File: src/rtl/mpt_walk_arbiter_if.sv
// ---------------------------------------------------------------------------
// mpt_walk_arbiter_if
// Bundle of the requester-side and walker-side signals of the MPT walk
// arbiter. Signal names keep their arbiter-relative _i/_o suffixes so that
// waveforms and the arbiter source read the same.
//
//   slave  : the arbiter's view (consumes requests and walker results,
//            produces grants, responses and the walker command).
//   master : the environment's view (requesters plus walker).
//
// Handshakes:
//   req_valid_i[i]/req_ready_o[i] : transfer when both are 1 on a rising
//   clock edge; the requester holds valid, SPA and access stable until then.
//   walk_valid_o/walk_ready_i     : same rule; the arbiter holds the command.
//   rsp_valid_o and walk_done_i are single-cycle strobes with no
//   backpressure.
// ---------------------------------------------------------------------------
interface mpt_walk_arbiter_if #(
   parameter int NUM_REQ = 3,
   parameter int XLEN    = 64
);
   logic [NUM_REQ-1:0]      req_valid_i;
   logic [NUM_REQ-1:0]      req_ready_o;
   logic [NUM_REQ*XLEN-1:0] req_spa_i;
   logic [NUM_REQ*2-1:0]    req_access_i;

   logic [NUM_REQ-1:0]      rsp_valid_o;
   logic                    rsp_allow_o;
   logic                    rsp_fault_o;
   logic [2:0]              rsp_cause_o;
   logic                    rsp_flushed_o;
   logic                    rsp_timeout_o;

   logic                    walk_valid_o;
   logic                    walk_ready_i;
   logic [XLEN-1:0]         walk_spa_o;
   logic [1:0]              walk_access_o;
   logic                    walk_flush_o;
   logic                    walk_done_i;
   logic                    walk_allow_i;
   logic                    walk_fault_i;
   logic [2:0]              walk_cause_i;

   modport slave (
      input  req_valid_i, req_spa_i, req_access_i,
      input  walk_ready_i, walk_done_i, walk_allow_i, walk_fault_i, walk_cause_i,
      output req_ready_o,
      output rsp_valid_o, rsp_allow_o, rsp_fault_o, rsp_cause_o,
      output rsp_flushed_o, rsp_timeout_o,
      output walk_valid_o, walk_spa_o, walk_access_o, walk_flush_o
   );

   modport master (
      output req_valid_i, req_spa_i, req_access_i,
      output walk_ready_i, walk_done_i, walk_allow_i, walk_fault_i, walk_cause_i,
      input  req_ready_o,
      input  rsp_valid_o, rsp_allow_o, rsp_fault_o, rsp_cause_o,
      input  rsp_flushed_o, rsp_timeout_o,
      input  walk_valid_o, walk_spa_o, walk_access_o, walk_flush_o
   );
endinterface

File: src/rtl/mpt_walk_arbiter.sv
// ---------------------------------------------------------------------------
// mpt_walk_arbiter
// Shares one MPT walker between NUM_REQ requesters. One request at a time is
// granted with round-robin priority, forwarded to the walker (or answered
// directly in BARE mode), and the verdict is returned to its owner.
//
// Ports:
//   clk_i        rising-edge clock
//   rst_ni       asynchronous active-low reset
//   mpt_mode_i   current mmpt MODE, 0 = BARE (walker bypassed)
//   flush_i      aborts any in-flight walk; blocks new grants while high
//   bus          mpt_walk_arbiter_if.slave (requests, responses, walker)
//   dbg_state_o  current FSM state (IDLE=0, ISSUE=1, WAIT_DONE=2, RESP=3)
// ---------------------------------------------------------------------------
module mpt_walk_arbiter #(
   parameter int NUM_REQ        = 3,
   parameter int XLEN           = 64,
   parameter int MODE_LEN       = 4,
   parameter int TIMEOUT_CYCLES = 256
) (
   input  logic                clk_i,
   input  logic                rst_ni,
   input  logic [MODE_LEN-1:0] mpt_mode_i,
   input  logic                flush_i,
   mpt_walk_arbiter_if.slave   bus,
   output logic [1:0]          dbg_state_o
);

   localparam int PTR_W = (NUM_REQ > 1) ? $clog2(NUM_REQ) : 1;
   localparam int CNT_W = $clog2(TIMEOUT_CYCLES);

   localparam logic [1:0] ST_IDLE      = 2'd0;
   localparam logic [1:0] ST_ISSUE     = 2'd1;
   localparam logic [1:0] ST_WAIT_DONE = 2'd2;
   localparam logic [1:0] ST_RESP      = 2'd3;

   logic [1:0]         state_q, state_d;
   logic [PTR_W-1:0]   rr_ptr_q;
   logic [PTR_W-1:0]   owner_q;
   logic [PTR_W-1:0]   winner;
   logic               win_found;
   logic               grant;
   logic               bypass;
   logic               wd_expire;
   logic [CNT_W-1:0]   cnt_q;
   logic [XLEN-1:0]    spa_q;
   logic [1:0]         access_q;
   logic               allow_q;
   logic               fault_q;
   logic [2:0]         cause_q;
   logic               flushed_q;
   logic               timeout_q;
   logic [NUM_REQ-1:0] ready_vec;
   logic [NUM_REQ-1:0] owner_vec;

   // Round-robin search: first valid requester at or above rr_ptr, wrapping.
   always_comb begin
      int idx;
      idx       = 0;
      win_found = 1'b0;
      winner    = '0;
      for (int k = 0; k < NUM_REQ; k++) begin
         idx = (int'(rr_ptr_q) + k) % NUM_REQ;
         if (!win_found && bus.req_valid_i[idx]) begin
            win_found = 1'b1;
            winner    = idx[PTR_W-1:0];
         end
      end
   end

   // rst_ni gates the combinational grant so every output is 0 while reset
   // is held, even if requesters are already asserting valid.
   assign grant  = rst_ni && (state_q == ST_IDLE) && !flush_i && win_found;
   // The BARE decision is taken once, at acceptance; later mode changes
   // cannot reach the request because the FSM path is already chosen.
   assign bypass = (mpt_mode_i == '0);

   assign wd_expire = (state_q == ST_WAIT_DONE) && !bus.walk_done_i &&
                      (cnt_q == CNT_W'(TIMEOUT_CYCLES - 1));

   always_comb begin
      ready_vec = '0;
      if (grant) ready_vec[winner] = 1'b1;
   end

   always_comb begin
      owner_vec = '0;
      if (state_q == ST_RESP) owner_vec[owner_q] = 1'b1;
   end

   // Next-state logic. Flush has priority over walk_ready_i/walk_done_i.
   always_comb begin
      state_d = state_q;
      case (state_q)
         ST_IDLE: begin
            if (grant) state_d = bypass ? ST_RESP : ST_ISSUE;
         end
         ST_ISSUE: begin
            if (flush_i)                state_d = ST_RESP;
            else if (bus.walk_ready_i)  state_d = ST_WAIT_DONE;
         end
         ST_WAIT_DONE: begin
            if (flush_i || bus.walk_done_i || wd_expire) state_d = ST_RESP;
         end
         default: state_d = ST_IDLE;
      endcase
   end

   always_ff @(posedge clk_i or negedge rst_ni) begin
      if (!rst_ni) begin
         state_q   <= ST_IDLE;
         rr_ptr_q  <= '0;
         owner_q   <= '0;
         cnt_q     <= '0;
         spa_q     <= '0;
         access_q  <= '0;
         allow_q   <= 1'b0;
         fault_q   <= 1'b0;
         cause_q   <= 3'd0;
         flushed_q <= 1'b0;
         timeout_q <= 1'b0;
      end else begin
         state_q <= state_d;
         case (state_q)
            ST_IDLE: begin
               if (grant) begin
                  owner_q   <= winner;
                  spa_q     <= bus.req_spa_i[winner*XLEN +: XLEN];
                  access_q  <= bus.req_access_i[winner*2 +: 2];
                  allow_q   <= bypass;
                  fault_q   <= 1'b0;
                  cause_q   <= 3'd0;
                  flushed_q <= 1'b0;
                  timeout_q <= 1'b0;
               end
            end
            ST_ISSUE: begin
               if (flush_i)               flushed_q <= 1'b1;
               else if (bus.walk_ready_i) cnt_q     <= '0;
            end
            ST_WAIT_DONE: begin
               if (flush_i) begin
                  flushed_q <= 1'b1;
               end else if (bus.walk_done_i) begin
                  // A faulting walk never reports allow.
                  allow_q <= bus.walk_allow_i & ~bus.walk_fault_i;
                  fault_q <= bus.walk_fault_i;
                  cause_q <= bus.walk_cause_i;
               end else if (wd_expire) begin
                  timeout_q <= 1'b1;
                  fault_q   <= 1'b1;
                  allow_q   <= 1'b0;
                  cause_q   <= 3'd0;
               end else begin
                  cnt_q <= cnt_q + CNT_W'(1);
               end
            end
            default: begin
               rr_ptr_q <= (owner_q == PTR_W'(NUM_REQ - 1)) ? '0 : owner_q + PTR_W'(1);
            end
         endcase
      end
   end

   assign bus.req_ready_o   = ready_vec;
   assign bus.rsp_valid_o   = owner_vec;
   assign bus.rsp_allow_o   = (state_q == ST_RESP) && allow_q;
   assign bus.rsp_fault_o   = (state_q == ST_RESP) && fault_q;
   assign bus.rsp_cause_o   = (state_q == ST_RESP) ? cause_q : 3'd0;
   assign bus.rsp_flushed_o = (state_q == ST_RESP) && flushed_q;
   assign bus.rsp_timeout_o = (state_q == ST_RESP) && timeout_q;

   assign bus.walk_valid_o  = (state_q == ST_ISSUE);
   assign bus.walk_spa_o    = spa_q;
   assign bus.walk_access_o = access_q;
   assign bus.walk_flush_o  = (((state_q == ST_ISSUE) || (state_q == ST_WAIT_DONE)) && flush_i)
                              || wd_expire;

   assign dbg_state_o = state_q;

endmodule

File: src/flat_wrapper.sv
// flat-port wrapper written by rule: the top's interface ports become plain ports
module mpt_walk_arbiter_flat 
#(
   parameter int NUM_REQ        = 3,
   parameter int XLEN           = 64,
   parameter int MODE_LEN       = 4,
   parameter int TIMEOUT_CYCLES = 256
)
  (clk_i, rst_ni, mpt_mode_i, flush_i, dbg_state_o, bus_req_valid_i, bus_req_spa_i, bus_req_access_i, bus_walk_ready_i, bus_walk_done_i, bus_walk_allow_i, bus_walk_fault_i, bus_walk_cause_i, bus_req_ready_o, bus_rsp_valid_o, bus_rsp_allow_o, bus_rsp_fault_o, bus_rsp_cause_o, bus_rsp_flushed_o, bus_rsp_timeout_o, bus_walk_valid_o, bus_walk_spa_o, bus_walk_access_o, bus_walk_flush_o);
  mpt_walk_arbiter_if #(.NUM_REQ(NUM_REQ), .XLEN(XLEN)) bus_i ();
  input  logic clk_i;
  input  logic rst_ni;
  input  logic [MODE_LEN-1:0] mpt_mode_i;
  input  logic flush_i;
  output logic [1:0] dbg_state_o;
  input wire logic [$bits(bus_i.req_valid_i)-1:0] bus_req_valid_i;
  input wire logic [$bits(bus_i.req_spa_i)-1:0] bus_req_spa_i;
  input wire logic [$bits(bus_i.req_access_i)-1:0] bus_req_access_i;
  input wire logic [$bits(bus_i.walk_ready_i)-1:0] bus_walk_ready_i;
  input wire logic [$bits(bus_i.walk_done_i)-1:0] bus_walk_done_i;
  input wire logic [$bits(bus_i.walk_allow_i)-1:0] bus_walk_allow_i;
  input wire logic [$bits(bus_i.walk_fault_i)-1:0] bus_walk_fault_i;
  input wire logic [$bits(bus_i.walk_cause_i)-1:0] bus_walk_cause_i;
  output wire logic [$bits(bus_i.req_ready_o)-1:0] bus_req_ready_o;
  output wire logic [$bits(bus_i.rsp_valid_o)-1:0] bus_rsp_valid_o;
  output wire logic [$bits(bus_i.rsp_allow_o)-1:0] bus_rsp_allow_o;
  output wire logic [$bits(bus_i.rsp_fault_o)-1:0] bus_rsp_fault_o;
  output wire logic [$bits(bus_i.rsp_cause_o)-1:0] bus_rsp_cause_o;
  output wire logic [$bits(bus_i.rsp_flushed_o)-1:0] bus_rsp_flushed_o;
  output wire logic [$bits(bus_i.rsp_timeout_o)-1:0] bus_rsp_timeout_o;
  output wire logic [$bits(bus_i.walk_valid_o)-1:0] bus_walk_valid_o;
  output wire logic [$bits(bus_i.walk_spa_o)-1:0] bus_walk_spa_o;
  output wire logic [$bits(bus_i.walk_access_o)-1:0] bus_walk_access_o;
  output wire logic [$bits(bus_i.walk_flush_o)-1:0] bus_walk_flush_o;
  assign bus_i.req_valid_i = bus_req_valid_i;
  assign bus_i.req_spa_i = bus_req_spa_i;
  assign bus_i.req_access_i = bus_req_access_i;
  assign bus_i.walk_ready_i = bus_walk_ready_i;
  assign bus_i.walk_done_i = bus_walk_done_i;
  assign bus_i.walk_allow_i = bus_walk_allow_i;
  assign bus_i.walk_fault_i = bus_walk_fault_i;
  assign bus_i.walk_cause_i = bus_walk_cause_i;
  assign bus_req_ready_o = bus_i.req_ready_o;
  assign bus_rsp_valid_o = bus_i.rsp_valid_o;
  assign bus_rsp_allow_o = bus_i.rsp_allow_o;
  assign bus_rsp_fault_o = bus_i.rsp_fault_o;
  assign bus_rsp_cause_o = bus_i.rsp_cause_o;
  assign bus_rsp_flushed_o = bus_i.rsp_flushed_o;
  assign bus_rsp_timeout_o = bus_i.rsp_timeout_o;
  assign bus_walk_valid_o = bus_i.walk_valid_o;
  assign bus_walk_spa_o = bus_i.walk_spa_o;
  assign bus_walk_access_o = bus_i.walk_access_o;
  assign bus_walk_flush_o = bus_i.walk_flush_o;
  mpt_walk_arbiter #(.NUM_REQ(NUM_REQ), .XLEN(XLEN), .MODE_LEN(MODE_LEN), .TIMEOUT_CYCLES(TIMEOUT_CYCLES)) u_core (.clk_i(clk_i), .rst_ni(rst_ni), .mpt_mode_i(mpt_mode_i), .flush_i(flush_i), .bus(bus_i), .dbg_state_o(dbg_state_o));
endmodule
File: config.mk
export PLATFORM = sky130hd
export DESIGN_NAME = mpt_walk_arbiter_flat
export DESIGN_NICKNAME = d
export VERILOG_FILES = /design/src/rtl/mpt_walk_arbiter_if.sv /design/src/rtl/mpt_walk_arbiter.sv /design/src/flat_wrapper.sv
export SDC_FILE = /design/constraint.sdc
export NUM_CORES = 1
export LEC_CHECK = 0
export ABC_AREA = 1
export BUFFER_PORTS_ARGS = -buffer_cell sky130_fd_sc_hd__buf_2
export CAP_MARGIN = 20
export CORE_MARGIN = 2
export CORE_UTILIZATION = 45
export CTS_CLUSTER_DIAMETER = 50
export DETAILED_ROUTE_END_ITERATION = 7
export PLACE_DENSITY_LB_ADDON = 0.3
export SETUP_SLACK_MARGIN = 0.02
export SYNTH_ARGS = -nofsm -noshare
export SYNTH_HDL_FRONTEND = slang
export SYNTH_SLANG_ARGS = --single-unit
File: constraint.sdc
create_clock -name clk_i -period 2.3 [get_ports clk_i]
set_input_delay 0.23 -clock clk_i [delete_from_list [all_inputs] [get_ports clk_i]]
set_output_delay 0.23 -clock clk_i [all_outputs]
set_load 0.02 [all_outputs]
Yosys cells after proc, flatten, opt, wreduce, memory -nomap -nowiden:

Cells that the tools add are included.

* flip-flop bits (word level): 87
* input bits: 215
* output and inout bits: 83

* add/sub/neg operators: 4
* div/mod/pow operators: 3
* order comparisons: 7
* equality and inequality tests: 16
* shift operators: 2
* muxes and demuxes: 55
* bitwise logic cells: 2
* reductions and logical operators: 35

Operator list (number)
* $shiftx A192 B9 Y64: 1
* $lt A32 B4 Y1 const B: 3
* $mod A32 B3 Y32 const B: 2
* $mux W8: 5
* $mod A3 B3 Y32 const B: 1
* $mux W1: 22
* $mux W3: 7
* $mux W2: 9
* $pmux W8 S2: 1
* $logic_and A1 B1 Y1: 14
* $ne A2 B2 Y1 const B: 5
* $add A8 B1 Y8 const B: 1
* $eq A8 B8 Y1 const B: 1
* $ne A2 B1 Y1 const B: 4
* $pmux W1 S2: 4
* $bmux W1 S2: 3
* $eq A2 B2 Y1 const B: 3
* $lt A2 B3 Y1 const B: 2
* $pmux W2 S3: 1
* $pmux W3 S2: 1
* $reduce_and A3 Y1: 2
* $reduce_and A6 Y1: 1
* $reduce_bool A2 Y1: 3
* $shiftx A6 B4 Y2: 1
* 19 further kinds: 27

Longest topological paths before layout:

* depth after elaboration: 16
* gate-level depth with buffers: 15
* mapped depth without buffers: 13

Worst setup path after synthesis:

Ideal clock, no wire load.

* path type: register to output
* from: reg u_core.rr_ptr_q[0]
* to: out bus_req_ready_o[0]
* arrival time: 2.047 ns
* data required time: 2.070 ns
* path slack: 0.023 ns
* cell stages (with the launch flop): 13
* path buffers: 2
* cells stage by stage: dfrtp_1 inv_1 ha_1 nand3_1 a21boi_1 nor2_2 nand2_1 nand2_2 inv_2 buf_2 buf_4 nand2_1 nor2_1

* word-level cells in the longest chain between the ends: 16
* elaborated cells on any way between the ends: 31
* those cells by class: add/sub: 2; div: 3; order compare: 2; mux: 18; reduce/logical: 6

RTL lines
* start, declared: RTL line mpt_walk_arbiter.sv:38 `logic [PTR_W-1:0] rr_ptr_q;`
* start signal, assigned: RTL line mpt_walk_arbiter.sv:159 `rr_ptr_q <= (owner_q == PTR_W'(NUM_REQ - 1)) ? '0 : owner_q + PTR_W'(1);`
* branches (longest 15 deep; another with $mod A32 B3 Y32)
* $mux W3 *: RTL line mpt_walk_arbiter.sv:83 `if (grant) ready_vec[winner] = 1'b1;`
* end, declared: RTL line flat_wrapper.sv:24 `output wire logic [$bits(bus_i.req_ready_o)-1:0] bus_req_ready_o;`

Mark *: on every way between the ends. The select of a mux whose other input is x is not followed.

Worst setup path after layout:

Ends and elaborated chain as after synthesis.

==> flow_summary.json <==
{
  "status": "complete, but fails checks",
  "violations": "negative setup slack",
  "rr_startpoint": "u_core.rr_ptr_q[0]",
  "synth_area_um2": 5570,
  "multi_input_area_um2": 3140,
  "pwr-share-seq_pct": 20.3,
  "viasPerCell": 5.41,
  "gp_congestion": 0.928,
  "layout-drive-gt1-share_pct": 35.7,
  "switchingPower_w": 0.00682,
  "die_w_um": 115,
  "hold_depth": 5,
  "power_switching_share_pct": 51.8,
  "slowest_delay_ns": 0.43,
  "area_delta_synth_final_pct": 43.7,
  "skew_ns": 0.00625,
  "synth_edf_count": 0,
  "port_buffers": 297,
  "drt_pass1_iterations": 4,
  "diodes": 0,
  "first_global_vias": 6115,
  "mostFrequentLayoutCells": "buf_2 (293), nand2_1 (195), nand3_1 (139)",
  "cts-root-buf": "clkbuf_16",
  "numCtsBuffers": 9,
  "fin_nets": 1330,
  "power.density_nw_per_um2": 1650,
  "fin_ws_ns": -0.00130,
  "max_slew_margin_pct": 49.5,
  "period_needed_ns": 2.30,
  "hp-start": "bus_walk_cause_i[0]",
  "period_share_pct": 100,
  "drtAntennaViolNets": 0,
  "r2r_end": "u_core.bus.walk_spa_o[14]",
  "rows": 40,
  "die-area_um2": 13300,
  "finalSetupViolations": 1,
  "core_area_um2": 12100,
  "holdWs_ns": 0.187,
  "first_iter_violations": 677,
  "arrival_ns": 2.07,
  "p_leak_nw": 4.35,
  "crit_fanout": 7,
  "pwr-share-clk_pct": 10.0,
  "insertion_delay_ns": 0.34,
  "cts_buffer_depth": 2,
  "tritoncts": "yes",
  "combPwrFrac_pct": 69.7,
  "p_int_w": 0.00635,
  "slew_viol_final": 0,
  "mappedNetlistNets": 1039,
  "layout_commonest_cell": "buf_2",
  "cp-startpoint": "u_core.rr_ptr_q[0]",
  "hold_end": "u_core.cause_q[0]",
  "synth-seq-cells": 87,
  "io_pins": 298,
  "r2r_slack_ns": 0.11,
  "grt_max_degree": 67,
  "synth_top_flop_cell": "dfrtp_1",
  "grt-ovfl-total": 0,
  "crit_path_cell_trace": "inv_2 > ha_4 > inv_4 > nand3_2 > nand2_4 > nand2_4 > nor2_4 > nand2_2 > nand2_2 > nand2_1 > nor2_1 > buf_4",
  "cts.sinks": 87,
  "antenna_found_initial": 0,
  "final_hold_viol_count": 0,
  "nFillCells": 1129,
  "grt_pass1_wl_mm": 29.6,
  "htreeDepth": 3,
  "end_kind": "primary output",
  "power_w": 0.0132,
  "maxCapViolCount": 0,
  "vias": 6895,
  "avgSynthCellArea_um2": 6.84,
  "fmax_mhz": 435,
  "yosysWarnings": 0,
  "ys_types": 27,
  "ir_worst_vdd_mv": 1.11,
  "drt-total-wl_mm": 21.0,
  "track_usage_pct": 28.2,
  "synthArstFlopShare_pct": 100,
  "rsz0062_at_grt": "yes",
  "critPathLaunchType": "flip-flop",
  "path_class": "reg2out",
  "chipHeight_um": 115,
  "initial_utilization_pct": 46.1,
  "clk_pin_slew_ns": 0.06,
  "crit_slowest_cell": "dfrtp_1",
  "rr_worst_depth": 14,
  "worst_slew_pin_slew_ns": 0.757,
  "crit_required_ns": 2.07,
  "drc_errors": 0,
  "hp-class": "in2reg",
  "synth_cells": 814,
  "dp_hpwl_mm": 13.8,
  "drt-wirelength-per-cell_um": 16.5,
  "register_area_um2": 2180,
  "ys_seq_area_share_pct": 39.1
}
layout make-up:
| type | instances | area share, % |
|---|---|---|
| tap | 168 | 2.63 |
| sequential | 87 | 27.2 |
| clock buffer | 12 | 3.08 |
| multi-input combinational | 629 | 39.3 |
| clock inverter | 1 | 0.0939 |
| timing repair buffer | 338 | 25.7 |
| inverter | 40 | 2.00 |
worst max-delay path: cells and delay by family (launching register included):
family | cells | cell delay (ns)
flops | 1 | 0.43
simple gates | 8 | 0.69
buf+inv | 3 | 0.35
fa+ha+maj | 1 | 0.24
per-layer routing:
metal	wire (um)	GRT usage, %	up-vias
met2	10000	48.2	388
met5	0	0	-
met1	8340	34.5	3183
li1	-	-	3276
met3	1960	5.85	48
met4	664	12.5	0
how the worst max path moves through the flow:
stage,end,slack [ns]
final,bus_req_ready_o[0],-0.001
after global routing,bus_req_ready_o[0],-0.12
after CTS,bus_req_ready_o[1],0.01
after detailed placement,u_core.bus.walk_spa_o[22],0.05
after global placement,u_core.bus.walk_spa_o[7],0.09
after floorplan,bus_req_ready_o[0],0.02
synth_stat cells (3+ instances only):
| library cell | n | area (um2) |
|---|---|---|
| nand2_1 | 206 | 773 |
| nand3_1 | 147 | 736 |
| a21oi_1 | 134 | 671 |
| dfrtp_1 | 87 | 2180 |
| nor2_1 | 87 | 327 |
| inv_1 | 37 | 139 |
| buf_2 | 27 | 135 |
| buf_4 | 15 | 113 |
| clkbuf_1 | 14 | 52.6 |
| o21ai_0 | 13 | 65.1 |
| ha_1 | 10 | 125 |
| nor3_1 | 6 | 30.0 |
| nand2_2 | 5 | 31.3 |
| nand4_1 | 4 | 25.0 |
| xor2_1 | 4 | 35.0 |
| inv_2 | 3 | 11.3 |
| o21bai_1 | 3 | 22.5 |
| o31ai_1 | 3 | 22.5 |
logic make-up after synthesis:
group | share of synthesized area [%]
and+or+nand+nor | 35.0
AOI/OAI and AO/OA | 14.4
buffers and inverters | 8.36
DFF | 39.1
adders and majority gates | 2.25
xor gates and xnor gates | 0.787
per-stage QoR:
stage	TNS [ns]	cells	cell area [um2]	setup slack [ns]	utilization, %
after global routing	-0.296	1275	8000	-0.116	66.3
after floorplan	0	814	5570	0.0228	-
after detailed placement	0	1241	7180	0.0452	59.5
after global placement	0	1241	7180	0.0933	59.5
final	-0.00130	1275	8000	-0.00130	66.3
after CTS	0	1265	7600	0.0132	63.0
sequential cells by signal (all words and copies together) (netlist names):
signal / count
u_core.owner_q: 2
u_core.timeout_q: 1
u_core.cause_q: 3
u_core.bus.walk_access_o: 2
u_core.rr_ptr_q: 2
u_core.bus.walk_spa_o: 64
u_core.allow_q: 1
u_core.fault_q: 1
u_core.dbg_state_o: 2
u_core.cnt_q: 8
u_core.flushed_q: 1
timing repair:
item | CTS | global route
hold buffers | 1 | 0
resized for setup | 24 | 50
pin swaps | 10 | 13
endpoints found under the hold margin | 31 | 0
buffers inserted | 10 | 5
endpoints found under the setup margin | 4 | 75
cloned | 0 | 6
power groups by stage:
stage	logic [W]	clock network (W)	registers, W
detailed placement	0.00764	0	0.00265
floorplan	0.00473	0	0.00337
finish	0.00918	0.00131	0.00268
CTS	0.00799	0.00133	0.00266
global route	0.00998	0.00141	0.00276
global placement	0.00753	0	0.00264
Note: power is estimated with default switching activity, not from simulation.
